### src/rtl/spc_reg_write_arbiter.sv
`default_nettype none
// ------------------------------------------------------------------
// spc_reg_write_arbiter: shares the special-register write port
// between branch redirect, PC increment and user writes.  Rev 1.0
// ------------------------------------------------------------------
module spc_reg_write_arbiter #(
  parameter int MAX_WAIT = 4,
  parameter int WAIT_W   = 3,
  parameter bit PROT_EN  = 1'b1
) (
  input  logic        clk,
  input  logic        reset,
  input  logic        br_req,
  input  logic [31:0] br_target,
  output logic        br_ack,
  input  logic        inc_req,
  input  logic [31:0] inc_pc,
  output logic        inc_ack,
  input  logic        usr_req,
  input  logic [2:0]  usr_addr,
  input  logic [31:0] usr_data,
  output logic        usr_ack,
  input  logic        err_clr,
  output logic        wr_en,
  output logic [2:0]  wr_addr,
  output logic [31:0] wr_data,
  output logic        flush,
  output logic        prot_err
);

  localparam logic [2:0]        ADDR_ZR    = 3'd0;
  localparam logic [2:0]        ADDR_PC    = 3'd6;
  localparam logic [WAIT_W-1:0] MAX_WAIT_C = WAIT_W'(MAX_WAIT);

  logic              br_ack_q, br_ack_d;
  logic              inc_ack_q, inc_ack_d;
  logic              usr_ack_q, usr_ack_d;
  logic              wr_en_q, wr_en_d;
  logic [2:0]        wr_addr_q, wr_addr_d;
  logic [31:0]       wr_data_q, wr_data_d;
  logic              flush_q, flush_d;
  logic              prot_err_q, prot_err_d;
  logic [WAIT_W-1:0] wait_cnt_q, wait_cnt_d;

  logic elig_br, elig_inc, elig_usr, usr_aged;
  logic grant_br, grant_inc, grant_usr, usr_blocked;

  always_comb begin
    elig_br   = br_req  & ~br_ack_q;
    elig_inc  = inc_req & ~inc_ack_q;
    elig_usr  = usr_req & ~usr_ack_q;
    usr_aged  = elig_usr & (wait_cnt_q >= MAX_WAIT_C);

    grant_br  = elig_br;
    grant_usr = ~elig_br & (usr_aged | (elig_usr & ~elig_inc));
    grant_inc = ~elig_br & ~usr_aged & elig_inc;
    usr_blocked = grant_usr & PROT_EN &
                  ((usr_addr == ADDR_ZR) | (usr_addr == ADDR_PC));

    br_ack_d  = grant_br;
    // A redirect also retires a pending increment: its PC is stale.
    inc_ack_d = grant_inc | (grant_br & elig_inc);
    usr_ack_d = grant_usr;
    flush_d   = grant_br;
    wr_en_d   = grant_br | grant_inc | (grant_usr & ~usr_blocked);

    wr_addr_d = wr_addr_q;
    wr_data_d = wr_data_q;
    if (grant_br) begin
      wr_addr_d = ADDR_PC;
      wr_data_d = br_target;
    end else if (grant_inc) begin
      wr_addr_d = ADDR_PC;
      wr_data_d = inc_pc;
    end else if (grant_usr && !usr_blocked) begin
      wr_addr_d = usr_addr;
      wr_data_d = usr_data;
    end

    wait_cnt_d = wait_cnt_q;
    if (!usr_req || grant_usr) begin
      wait_cnt_d = '0;
    end else if (elig_usr && !(&wait_cnt_q)) begin
      wait_cnt_d = wait_cnt_q + WAIT_W'(1);
    end

    prot_err_d = prot_err_q;
    if (usr_blocked) begin
      prot_err_d = 1'b1;
    end else if (err_clr) begin
      prot_err_d = 1'b0;
    end
  end

  always_ff @(posedge clk or negedge reset) begin
    if (!reset) begin
      br_ack_q   <= 1'b0;
      inc_ack_q  <= 1'b0;
      usr_ack_q  <= 1'b0;
      wr_en_q    <= 1'b0;
      wr_addr_q  <= '0;
      wr_data_q  <= '0;
      flush_q    <= 1'b0;
      prot_err_q <= 1'b0;
      wait_cnt_q <= '0;
    end else begin
      br_ack_q   <= br_ack_d;
      inc_ack_q  <= inc_ack_d;
      usr_ack_q  <= usr_ack_d;
      wr_en_q    <= wr_en_d;
      wr_addr_q  <= wr_addr_d;
      wr_data_q  <= wr_data_d;
      flush_q    <= flush_d;
      prot_err_q <= prot_err_d;
      wait_cnt_q <= wait_cnt_d;
    end
  end

  assign br_ack   = br_ack_q;
  assign inc_ack  = inc_ack_q;
  assign usr_ack  = usr_ack_q;
  assign wr_en    = wr_en_q;
  assign wr_addr  = wr_addr_q;
  assign wr_data  = wr_data_q;
  assign flush    = flush_q;
  assign prot_err = prot_err_q;

endmodule
`default_nettype wire

### config.mk
export PLATFORM = sky130hd
export DESIGN_NAME = spc_reg_write_arbiter
export DESIGN_NICKNAME = d
export VERILOG_FILES = /design/src/rtl/spc_reg_write_arbiter.sv
export SDC_FILE = /design/constraint.sdc
export NUM_CORES = 1
export LEC_CHECK = 0
export BUFFER_PORTS_ARGS = -buffer_cell sky130_fd_sc_hd__buf_2
export CORE_MARGIN = 1
export CORE_UTILIZATION = 35
export DETAILED_ROUTE_END_ITERATION = 16
export GPL_TIMING_DRIVEN = 0
export PLACE_DENSITY = 0.77
export SLEW_MARGIN = 25
export SYNTH_ARGS = -nofsm -noshare
export SYNTH_HDL_FRONTEND = slang
export SYNTH_SLANG_ARGS = --single-unit
### constraint.sdc
create_clock -name clk -period 3.4 [get_ports clk]
set_input_delay 0.51 -clock clk [delete_from_list [all_inputs] [get_ports clk]]
set_output_delay 0.51 -clock clk [all_outputs]
set_load 0.05 [all_outputs]
==> results.sh, run 1 <==
export IMPL_cellPowerDensity_mw_per_mm2=510.7
export IMPL_run_status="finished, final reports clean"
export IMPL_dp_worst_setup_slack_ps=1403
export IMPL_cts_buffer_depth=2
export IMPL_critPathSlowestCell="dfrtp_1"
export IMPL_start_util_pct=36.41
export IMPL_grt_max_degree=44
export IMPL_dpl_hpwl_um=4655
export IMPL_hold_class="in -> async"
export IMPL_synth_fp_nets=333
export IMPL_gr_total_overflow=0
export IMPL_path_buf_inv=1
export IMPL_yosys_area_top_type="dfrtp_1"
export IMPL_syn_inst=226
export IMPL_cts_tree="done"
export IMPL_nets=485
export IMPL_postCtsSetupBuffers=0
export IMPL_root_buffer="clkbuf_8"
export IMPL_std_cell_rows=28
export IMPL_tightest_slew_ps=546.2
export IMPL_p_leak_nw=1.627
export IMPL_synth_top_family_by_area="compound AO/OA/AOI/OAI gates"
export IMPL_wl_per_cell_um=13.82
export IMPL_ys_top_cells_by_area="dfrtp_1 (50%), a221o_1 (15%), nand2_1 (12%)"
export IMPL_ys_types=25
export IMPL_die_y_um=80.48
export IMPL_max_slew_margin_pct=63.59
export IMPL_via_per_inst=5.053
export IMPL_io_buffers=145
export IMPL_synth_top_area_share_pct=49.91
export IMPL_drv_cap=0
export IMPL_multi_input_area_um2=943.4
export IMPL_grt_usage_pct=19.75
export IMPL_synth_xor_area_share_pct=0.8125
export IMPL_crit_fanout=10
export IMPL_yosys_area_share_simple_pct=15.26
export IMPL_nFillCells=592
export IMPL_setup_viol=0
export IMPL_path_clk_slew_ps=80
export IMPL_placedCellCount=446
export IMPL_crit_chain="nor2b_2, a21o_4, clkbuf_1, o21ai_0, a221o_1"
export IMPL_cts_htree_levels=2
export IMPL_critPathLaunchType="flip-flop"
export IMPL_ios=146
export IMPL_holdBufCountCts=0
export IMPL_drc_errors=0
export IMPL_criticalPathCategory="reg -> reg"
export IMPL_postRouteAntennaNets=0
export IMPL_cts_buffers_inserted=5
export IMPL_antenna_found_initial=0
export IMPL_yosys_mux_area_fraction_pct=0.9286
export IMPL_n_antenna_cell=0
export IMPL_dr_total_vias=2294
export IMPL_rsz0062_at_grt="no"
export IMPL_finalWorstSetupSlack_ps=1582
export IMPL_seqCellArea_mm2=0.001076
export IMPL_syn_area_mm2=0.002156
export IMPL_cts_sinks=43
export IMPL_hold_viol_final=0
export IMPL_path_delay_family="compound AO/OA/AOI/OAI gates"
export IMPL_crit_arrival_ps=1990
export IMPL_finalMaxSlewViolations=0
export IMPL_grt_pass1_wl_um=9673
export IMPL_timing_fmax_mhz=550.2
export IMPL_fp_coreArea_mm2=0.005921
export IMPL_end_kind="flip-flop"
export IMPL_layout_drive_gt1_share_pct=43.80
export IMPL_ys_warn_count=0
export IMPL_area_growth_pct=42.77
export IMPL_drt_pass1_iter_count=6
export IMPL_synth_compound_area_share_pct=25.59
export IMPL_grt_pass1_vias=2035
export IMPL_required_ps=3580
export IMPL_power_mw=1.572
export IMPL_ys_seq_elements=43
export IMPL_min_period_ps=1818
export IMPL_gp_congestion=0.7232
export IMPL_clock_latency_ps=290
export IMPL_dieArea_mm2=0.006477
export IMPL_drt_iter0_drc=91
export IMPL_ys_seq_area_share_pct=49.91
export IMPL_cts_resized=0
export IMPL_fp_dieW_um=80.48
export IMPL_cp_slowest_stage_delay_ps=440
export IMPL_tns_ps=0
export IMPL_stdcell_count=454
export IMPL_syn_avg_cell_area_um2=9.539
export IMPL_finClkSkew_ps=5.092
export IMPL_ir_drop_mv=0.2153
export IMPL_yosys_area_share_adder_pct=1.161
export IMPL_fin_crit_sh_pct=53.46
export IMPL_wl_um=6275
-- metal layers --
metal / up-vias / GRT usage (%) / wire (um)
li1: 1116 / - / -
met1: 1087 / 26.07 / 2790
met2: 82 / 32.80 / 3088
met3: 9 / 3.182 / 330
met4: 0 / 6.429 / 66
met5: - / 0 / 0
-- Yosys cell counts, drive strengths merged --
library cell	count
a21o	1
a21oi	3
a221o	32
a31oi	1
and3	1
buf	13
clkbuf	6
dfrtp	43
ha	2
inv	4
mux2i	2
nand2	69
nand2b	3
nand3	3
nor2	2
nor2b	1
o2111a	1
o21ai	35
o32ai	1
or3b	1
xnor2	1
xor2	1
-- worst reg2reg max path: stages, from the launching register on --
cell	delay, ps
dfrtp_1	440
nor2b_2	230
a21o_4	210
clkbuf_1	380
o21ai_0	170
a221o_1	280
-- path summary, 6_finish.rpt --
path                                               from  depth (start not counted)  slack (ps)                        end
worst max-delay path                  usr_ack$_DFF_PN0_                          5        1580     wr_data[4]$_DFFE_PN0P_
worst min-delay path                              reset                          1         190  wait_cnt_q[0]$_DFFE_PN0P_
worst max register to register        usr_ack$_DFF_PN0_                          5        1580     wr_data[4]$_DFFE_PN0P_
worst min register to register  wr_data[20]$_DFFE_PN0P_                          1         510    wr_data[20]$_DFFE_PN0P_
max in group asynchronous                         reset                          1        2820     wr_data[6]$_DFFE_PN0P_
min in group clk                                err_clr                          2         390       prot_err$_DFFE_PN0P_
-- cells in the final DEF (no fill, tap or decap) --
master and instances:
buf_2 148, nand2_1 69, dfrtp_1 43, o21ai_0 35
a221o_1 32, clkbuf_1 7, clkbuf_8 7, buf_6 5
inv_1 4, nand2b_1 3, nand3_1 3, buf_4 3
a21oi_1 3, mux2i_1 2, nor2_1 2, buf_1 2
ha_1 2, nor2b_2 1, or3b_1 1, a31oi_1 1
a21o_4 1, xor2_1 1, and3_4 1, o2111a_1 1
xnor2_1 1, o32ai_1 1
-- registers in the layout, summed over array words and instances (netlist names) --
register,cells
prot_err,1
wr_addr,3
inc_ack,1
wr_data,32
usr_ack,1
wait_cnt_q,3
wr_en,1
flush,1
-- final cells by class --
| cell class | instances | area share, % |
|---|---|---|
| clock buffers | 8 | 3.252 |
| flip-flops and latches | 43 | 34.96 |
| well taps | 75 | 3.049 |
| inverters | 4 | 0.4878 |
| repair buffers | 145 | 23.66 |
| multi-input cells | 160 | 30.65 |
| plain buffers | 19 | 3.943 |
-- through the flow --
step / hold WS, ps / cell area, um2 / util (%)
3_5_place_dp: 492.8 / 2975 / 50.25
2_1_floorplan: 214.4 / 2156 / -
6_report: 194.7 / 3078 / 51.99
5_1_grt: 239.8 / 3078 / 51.99
3_3_place_gp: 491.9 / 2975 / 50.25
4_1_cts: 388.0 / 3075 / 51.94
-- power breakdown --
group | internal [mW] | leakage (nW) | switching (mW)
combinational | 0.185 | 1.05 | 0.411
clock | 0.186 | 0.0515 | 0.169
sequential | 0.583 | 0.525 | 0.0387
total | 0.953 | 1.63 | 0.619
-- cell families after synthesis --
| kind of cell | after synthesis |
|---|---|
| mux | 2 |
| compound gates | 74 |
| simple gates | 80 |
| xor+xnor | 2 |
| fa+ha+maj | 2 |
| flops | 43 |
| buf+inv | 23 |
Power figures use the tool's default switching activity.
==> run 2, diff against run 1 <==
--- a/config.mk
+++ b/config.mk
@@ -10,7 +10,7 @@
 export CORE_UTILIZATION = 35
 export DETAILED_ROUTE_END_ITERATION = 16
 export GPL_TIMING_DRIVEN = 0
-export PLACE_DENSITY = 0.77
+export PLACE_DENSITY = 0.8
 export SLEW_MARGIN = 25
 export SYNTH_ARGS = -nofsm -noshare
 export SYNTH_HDL_FRONTEND = slang
==> constraint.sdc (replaced) <==
create_clock -name clk -period 1.5 [get_ports clk]
set_input_delay 0.225 -clock clk [delete_from_list [all_inputs] [get_ports clk]]
set_output_delay 0.225 -clock clk [all_outputs]
set_load 0.05 [all_outputs]
==> run 2 against run 1 <==
The flow now finishes with violations (setup timing). Clock skew up 11 ps. Core utilization up 4.5 points. Setup slack worse by 1700 ps. Register-to-register slack worse by 1700 ps. Combinational power rose to 2.5 times the previous value. Via count up 1.8%. Critical path type unchanged. Largest cell class is now buffers. Largest power group is now combinational logic. Highest routed layer unchanged.
==> results.sh, run 2 (synthesized netlist as in run 1, its figures left out) <==
export IMPL_std_cell_rows=28
export IMPL_dr_total_vias=2336
export IMPL_grt_pass1_vias=2176
export IMPL_wl_per_cell_um=14.15
export IMPL_cts_buffer_depth=2
export IMPL_drt_iter0_drc=61
export IMPL_dpl_instance_area_mm2=0.003018
export IMPL_criticalPathCategory="reg -> reg"
export IMPL_p_leak_nw=1.756
export IMPL_via_per_inst=5.024
export IMPL_end_kind="flip-flop"
export IMPL_crit_fanout=6
export IMPL_nets=497
export IMPL_wl_met3_um=404
export IMPL_ir_drop_mv=0.5938
export IMPL_hold_viol_final=0
export IMPL_setup_viol=34
export IMPL_required_ps=1660
export IMPL_largest_register_ffs=32
export IMPL_dieArea_mm2=0.006477
export IMPL_die_y_um=80.48
export IMPL_wl_um=6580
export IMPL_crit_chain="or3b_4, o2111a_1, buf_6, buf_4, a221o_1"
export IMPL_postRouteAntennaNets=0
export IMPL_run_status="finished with violations"
export IMPL_top_layer_used="met4"
export IMPL_timing_fmax_mhz=605.2
export IMPL_path_clk_slew_ps=90
export IMPL_gp_congestion=0.6892
export IMPL_fin_crit_sh_pct=110.2
export IMPL_critPathSlowestCell="dfrtp_2"
export IMPL_hold_class="in -> reg"
export IMPL_violations="setup timing"
export IMPL_wl_met1_um=2640
export IMPL_fp_dieW_um=80.48
export IMPL_nFillCells=567
export IMPL_hold_ws_ps=113.3
export IMPL_power_mw=3.588
export IMPL_finalMaxSlewViolations=0
export IMPL_final_common_cell="buf_2"
export IMPL_stdcell_count=465
export IMPL_dr_wl_met2_um=3476
export IMPL_max_slew_margin_pct=64.15
export IMPL_layout_drive_gt1_share_pct=49.49
export IMPL_drt_pass1_iter_count=4
export IMPL_tns_ps=-4235
export IMPL_dpl_hpwl_um=4791
export IMPL_cellPowerDensity_mw_per_mm2=1074
export IMPL_n_antenna_cell=0
export IMPL_grt_max_degree=44
export IMPL_ios=146
export IMPL_cts_tree="done"
export IMPL_fp_coreArea_mm2=0.005921
export IMPL_grt_usage_pct=20.32
export IMPL_finClkSkew_ps=15.74
export IMPL_final_core_util_pct=56.45
export IMPL_drc_errors=0
export IMPL_drv_cap=0
export IMPL_critPathLaunchType="flip-flop"
export IMPL_finalWorstSetupSlack_ps=-152.4
export IMPL_min_period_ps=1652
export IMPL_cts_sinks=43
export IMPL_dp_worst_setup_slack_ps=-232.2
export IMPL_cts_htree_levels=2
export IMPL_layout_common_cells="buf_2 (145), nand2_1 (69), dfrtp_1 (40)"
export IMPL_clock_latency_ps=290
export IMPL_cp_slowest_stage_delay_ps=420
export IMPL_placedCellCount=446
export IMPL_rsz0062_at_grt="yes"
export IMPL_root_buffer="clkbuf_8"
export IMPL_io_buffers=145
export IMPL_crit_arrival_ps=1810
export IMPL_gr_total_overflow=0
export IMPL_design_area_mm2=0.003342
export IMPL_area_growth_pct=55.02
export IMPL_cts_buffers_inserted=5
export IMPL_grt_pass1_wl_um=9908
export IMPL_tightest_slew_ps=537.8
export IMPL_start_util_pct=36.41
export IMPL_antenna_found_initial=0
-- run 2: layer usage --
layer	up-vias	track usage, %
met4	0	5.536
met3	4	4.545
met5	-	0
met2	93	36.86
li1	1144	-
met1	1095	23.82
-- run 2: final timing paths --
| path | cells after the start | slack (ps) | start | end |
|---|---|---|---|---|
| hold / removal | 2 | 110 | err_clr | prot_err$_DFFE_PN0P_ |
| setup / recovery | 5 | -150 | inc_ack$_DFF_PN0_ | wr_data[7]$_DFFE_PN0P_ |
| hold reg to reg | 1 | 510 | wr_data[16]$_DFFE_PN0P_ | wr_data[16]$_DFFE_PN0P_ |
| min in group asynchronous | 2 | 440 | reset | wait_cnt_q[2]$_DFFE_PN0P_ |
| max in group asynchronous | 2 | 630 | reset | flush$_DFF_PN0_ |
| setup reg to reg | 5 | -150 | inc_ack$_DFF_PN0_ | wr_data[7]$_DFFE_PN0P_ |
-- run 2: timing repair --
item	CTS	global route
setup buffers	9	0
endpoints found under the setup margin	35	38
pin swaps	3	4
resized for setup	16	21
hold buffers	0	1
cloned	2	1
endpoints found under the hold margin	0	43
-- run 2: layout make-up --
class | instances | area [um2] | area share (%)
Sequential cell | 43 | 1080 | 32.31
Multi-Input combinational cell | 160 | 987.2 | 29.54
Timing Repair Buffer | 158 | 910.9 | 27.26
Buffer | 18 | 178.9 | 5.354
Tap cell | 75 | 93.84 | 2.808
Clock buffer | 7 | 76.32 | 2.284
Inverter | 4 | 15.01 | 0.4493
-- run 2: worst max-delay path, delay by kind of cell, from the launching register on --
kind	cells	cell delay [ps]
compound gates	2	440
flops	1	420
simple gates	1	380
buf+inv	2	280
-- run 2: where the power goes --
| part | leakage [nW] | total, mW | internal (mW) | switching [mW] |
|---|---|---|---|---|
| clock | 0.0383 | 0.686 | 0.321 | 0.365 |
| combinational | 1.20 | 1.49 | 0.525 | 0.964 |
| sequential | 0.521 | 1.41 | 1.32 | 0.0904 |
==> run 3, diff against run 2 <==
--- a/config.mk
+++ b/config.mk
@@ -5,12 +5,12 @@
 export SDC_FILE = /design/constraint.sdc
 export NUM_CORES = 1
 export LEC_CHECK = 0
-export BUFFER_PORTS_ARGS = -buffer_cell sky130_fd_sc_hd__buf_2
 export CORE_MARGIN = 1
-export CORE_UTILIZATION = 35
+export CORE_UTILIZATION = 38
 export DETAILED_ROUTE_END_ITERATION = 16
+export DONT_BUFFER_PORTS = 1
 export GPL_TIMING_DRIVEN = 0
-export PLACE_DENSITY = 0.8
+export PLACE_DENSITY = 0.62
 export SLEW_MARGIN = 25
 export SYNTH_ARGS = -nofsm -noshare
 export SYNTH_HDL_FRONTEND = slang
==> run 3 against run 2 <==
Critical path depth unchanged. Core utilization down 9.5 points. Count of clock-buffer cells in the layout down 1. Sequential cell count unchanged. Power up 0.26%. Final cell count down 32%. Non-clock buffer count down 149. Critical path type unchanged. The flow still finishes with violations (setup timing). Largest power group is now sequential cells. Combinational power down 63%. Sequential share of layout area up 9.8 points. Hold slack worse by 84 ps. Setup slack worse by 120 ps. Global-route usage down 1.2 points.
==> results.sh, run 3 (synthesized netlist as in run 1, its figures left out) <==
export IMPL_fp_coreArea_mm2=0.005473
export IMPL_cts_buffer_depth=2
export IMPL_required_ps=1670
export IMPL_cellPowerDensity_mw_per_mm2=1400
export IMPL_cts_tree="done"
export IMPL_placedCellCount=298
export IMPL_r2r_end="wr_data[19]$_DFFE_PN0P_"
export IMPL_crit_arrival_ps=1940
export IMPL_crit_fanout=10
export IMPL_grt_pass1_vias=1672
export IMPL_hold_path_end="prot_err$_DFFE_PN0P_"
export IMPL_layout_common_cells="nand2_1 (68), dfrtp_1 (40), o21ai_0 (34)"
export IMPL_grt_pass1_wl_um=8735
export IMPL_timing_rr_start="inc_ack$_DFF_PN0_"
export IMPL_violations="setup timing"
export IMPL_multi_input_area_um2=987.2
export IMPL_grt_max_degree=44
export IMPL_std_cell_rows=27
export IMPL_gp_congestion=0.7073
export IMPL_end_kind="flip-flop"
export IMPL_holdCritStartpoint="err_clr"
export IMPL_timing_fmax_mhz=563.2
export IMPL_max_slew_margin_pct=63.44
export IMPL_nFillCells=552
export IMPL_min_period_ps=1775
export IMPL_finClkSkew_ps=8.280
export IMPL_worstRegToRegCells=5
export IMPL_finalMaxSlewViolations=0
export IMPL_gr_total_overflow=0
export IMPL_via_per_inst=5.707
export IMPL_layout_drive_gt1_share_pct=19.42
export IMPL_postRouteAntennaNets=0
export IMPL_hold_ws_ps=28.98
export IMPL_dieArea_mm2=0.005978
export IMPL_hold_viol_final=0
export IMPL_ir_drop_mv=0.5652
export IMPL_cts_sinks=43
export IMPL_cts_buffers_inserted=5
export IMPL_antenna_found_initial=0
export IMPL_stdcell_count=314
export IMPL_start_util_pct=39.39
export IMPL_drt_iter0_drc=59
export IMPL_drv_cap=0
export IMPL_seqCellArea_mm2=0.001082
export IMPL_finalWorstSetupSlack_ps=-275.5
export IMPL_drt_pass1_iter_count=4
export IMPL_fin_crit_sh_pct=118.4
export IMPL_critPathLaunchType="flip-flop"
export IMPL_fp_dieW_um=77.32
export IMPL_tightest_slew_ps=548.4
export IMPL_wl_um=5522
export IMPL_io_buffers=0
export IMPL_grt_usage_pct=19.11
export IMPL_n_antenna_cell=0
export IMPL_rsz0062_at_grt="yes"
export IMPL_root_buffer="clkbuf_8"
export IMPL_largest_register_ffs=32
export IMPL_wl_per_cell_um=17.59
export IMPL_final_common_cell="nand2_1"
export IMPL_criticalPathCategory="reg -> reg"
export IMPL_die_y_um=77.32
export IMPL_clock_latency_ps=290
export IMPL_dr_total_vias=1792
export IMPL_setup_viol=36
export IMPL_r2r_slack_ps=-280
export IMPL_path_clk_slew_ps=80
export IMPL_drc_errors=0
export IMPL_run_status="finished with violations"
export IMPL_cts_htree_levels=2
export IMPL_ios=146
export IMPL_p_leak_nw=1.151
export IMPL_dp_worst_setup_slack_ps=-382.5
export IMPL_area_growth_pct=19.15
export IMPL_hold_class="in -> reg"
export IMPL_worstHoldPathCells=1
export IMPL_nets=348
export IMPL_dpl_hpwl_um=4048
[run 3: cell count changes in the layout (fill, tap and decap cells not counted), sizes merged]
cell / delta
buf: -147
clkbuf: -3
bufinv: +2
[run 3: final cells by class]
type | count | share of cell area, %
plain buffers | 18 | 6.478
repair buffers | 9 | 3.702
clock buffers | 6 | 2.825
inverters | 4 | 0.5845
clock inverters | 2 | 2.338
flip-flops and latches | 43 | 42.13
multi-input cells | 160 | 38.43
well taps | 72 | 3.507
[run 3: worst max-delay path, cell delays in order (launching register included)]
cell	delay (ps)
dfrtp_2	530
or3b_4	420
o2111a_1	140
buf_6	140
buf_6	140
a221o_1	300
[run 3: per-layer routing]
metal	part of all wire, %	routed length, um	up-vias	track usage, %
li1	-	-	842	-
met1	42	2317	859	22.57
met2	50	2738	85	33.27
met3	7.4	408	6	5.476
met4	1.0	57	0	5.849
met5	0	0	-	0
[run 3: report_power, final]
| part | switching [mW] | internal (mW) | leakage, nW |
|---|---|---|---|
| Combinational | 0.271 | 0.278 | 0.564 |
| Clock | 0.382 | 0.665 | 0.0654 |
| Sequential | 0.687 | 1.31 | 0.521 |
| Total | 1.34 | 2.26 | 1.15 |
[run 3: how the worst max path moves through the flow]
stage                            startpoint                      end  slack (ps)  depth (start not counted)
after floorplan           inc_ack$_DFF_PN0_   wr_data[0]$_DFFE_PN0P_        -200                          5
after global placement    usr_ack$_DFF_PN0_  wr_data[18]$_DFFE_PN0P_        -380                          5
after detailed placement  usr_ack$_DFF_PN0_  wr_data[23]$_DFFE_PN0P_        -380                          5
after CTS                 inc_ack$_DFF_PN0_  wr_data[19]$_DFFE_PN0P_        -280                          5
after global routing      inc_ack$_DFF_PN0_  wr_data[21]$_DFFE_PN0P_        -310                          5
final                     inc_ack$_DFF_PN0_  wr_data[19]$_DFFE_PN0P_        -280                          5
[run 3: metrics by stage]
stage	util (%)	setup TNS, ps	cell area [um2]	power [mW]
after floorplan	-	-6402	2198	2.372
after global placement	41.82	-11540	2288	2.490
after detailed placement	41.82	-11930	2288	2.504
after CTS	46.14	-9093	2525	3.623
after global routing	46.94	-10480	2569	3.764
final	46.94	-8893	2569	3.597
[run 3: what timing repair did]
action / 4_1_cts / 5_1_grt
pin swaps: 4 / 3
endpoints found under the setup margin: 41 / 41
gates resized for setup: 15 / 14
hold buffers: 2 / 0
hold endpoints to repair: 43 / 0
buffers inserted: 4 / 3
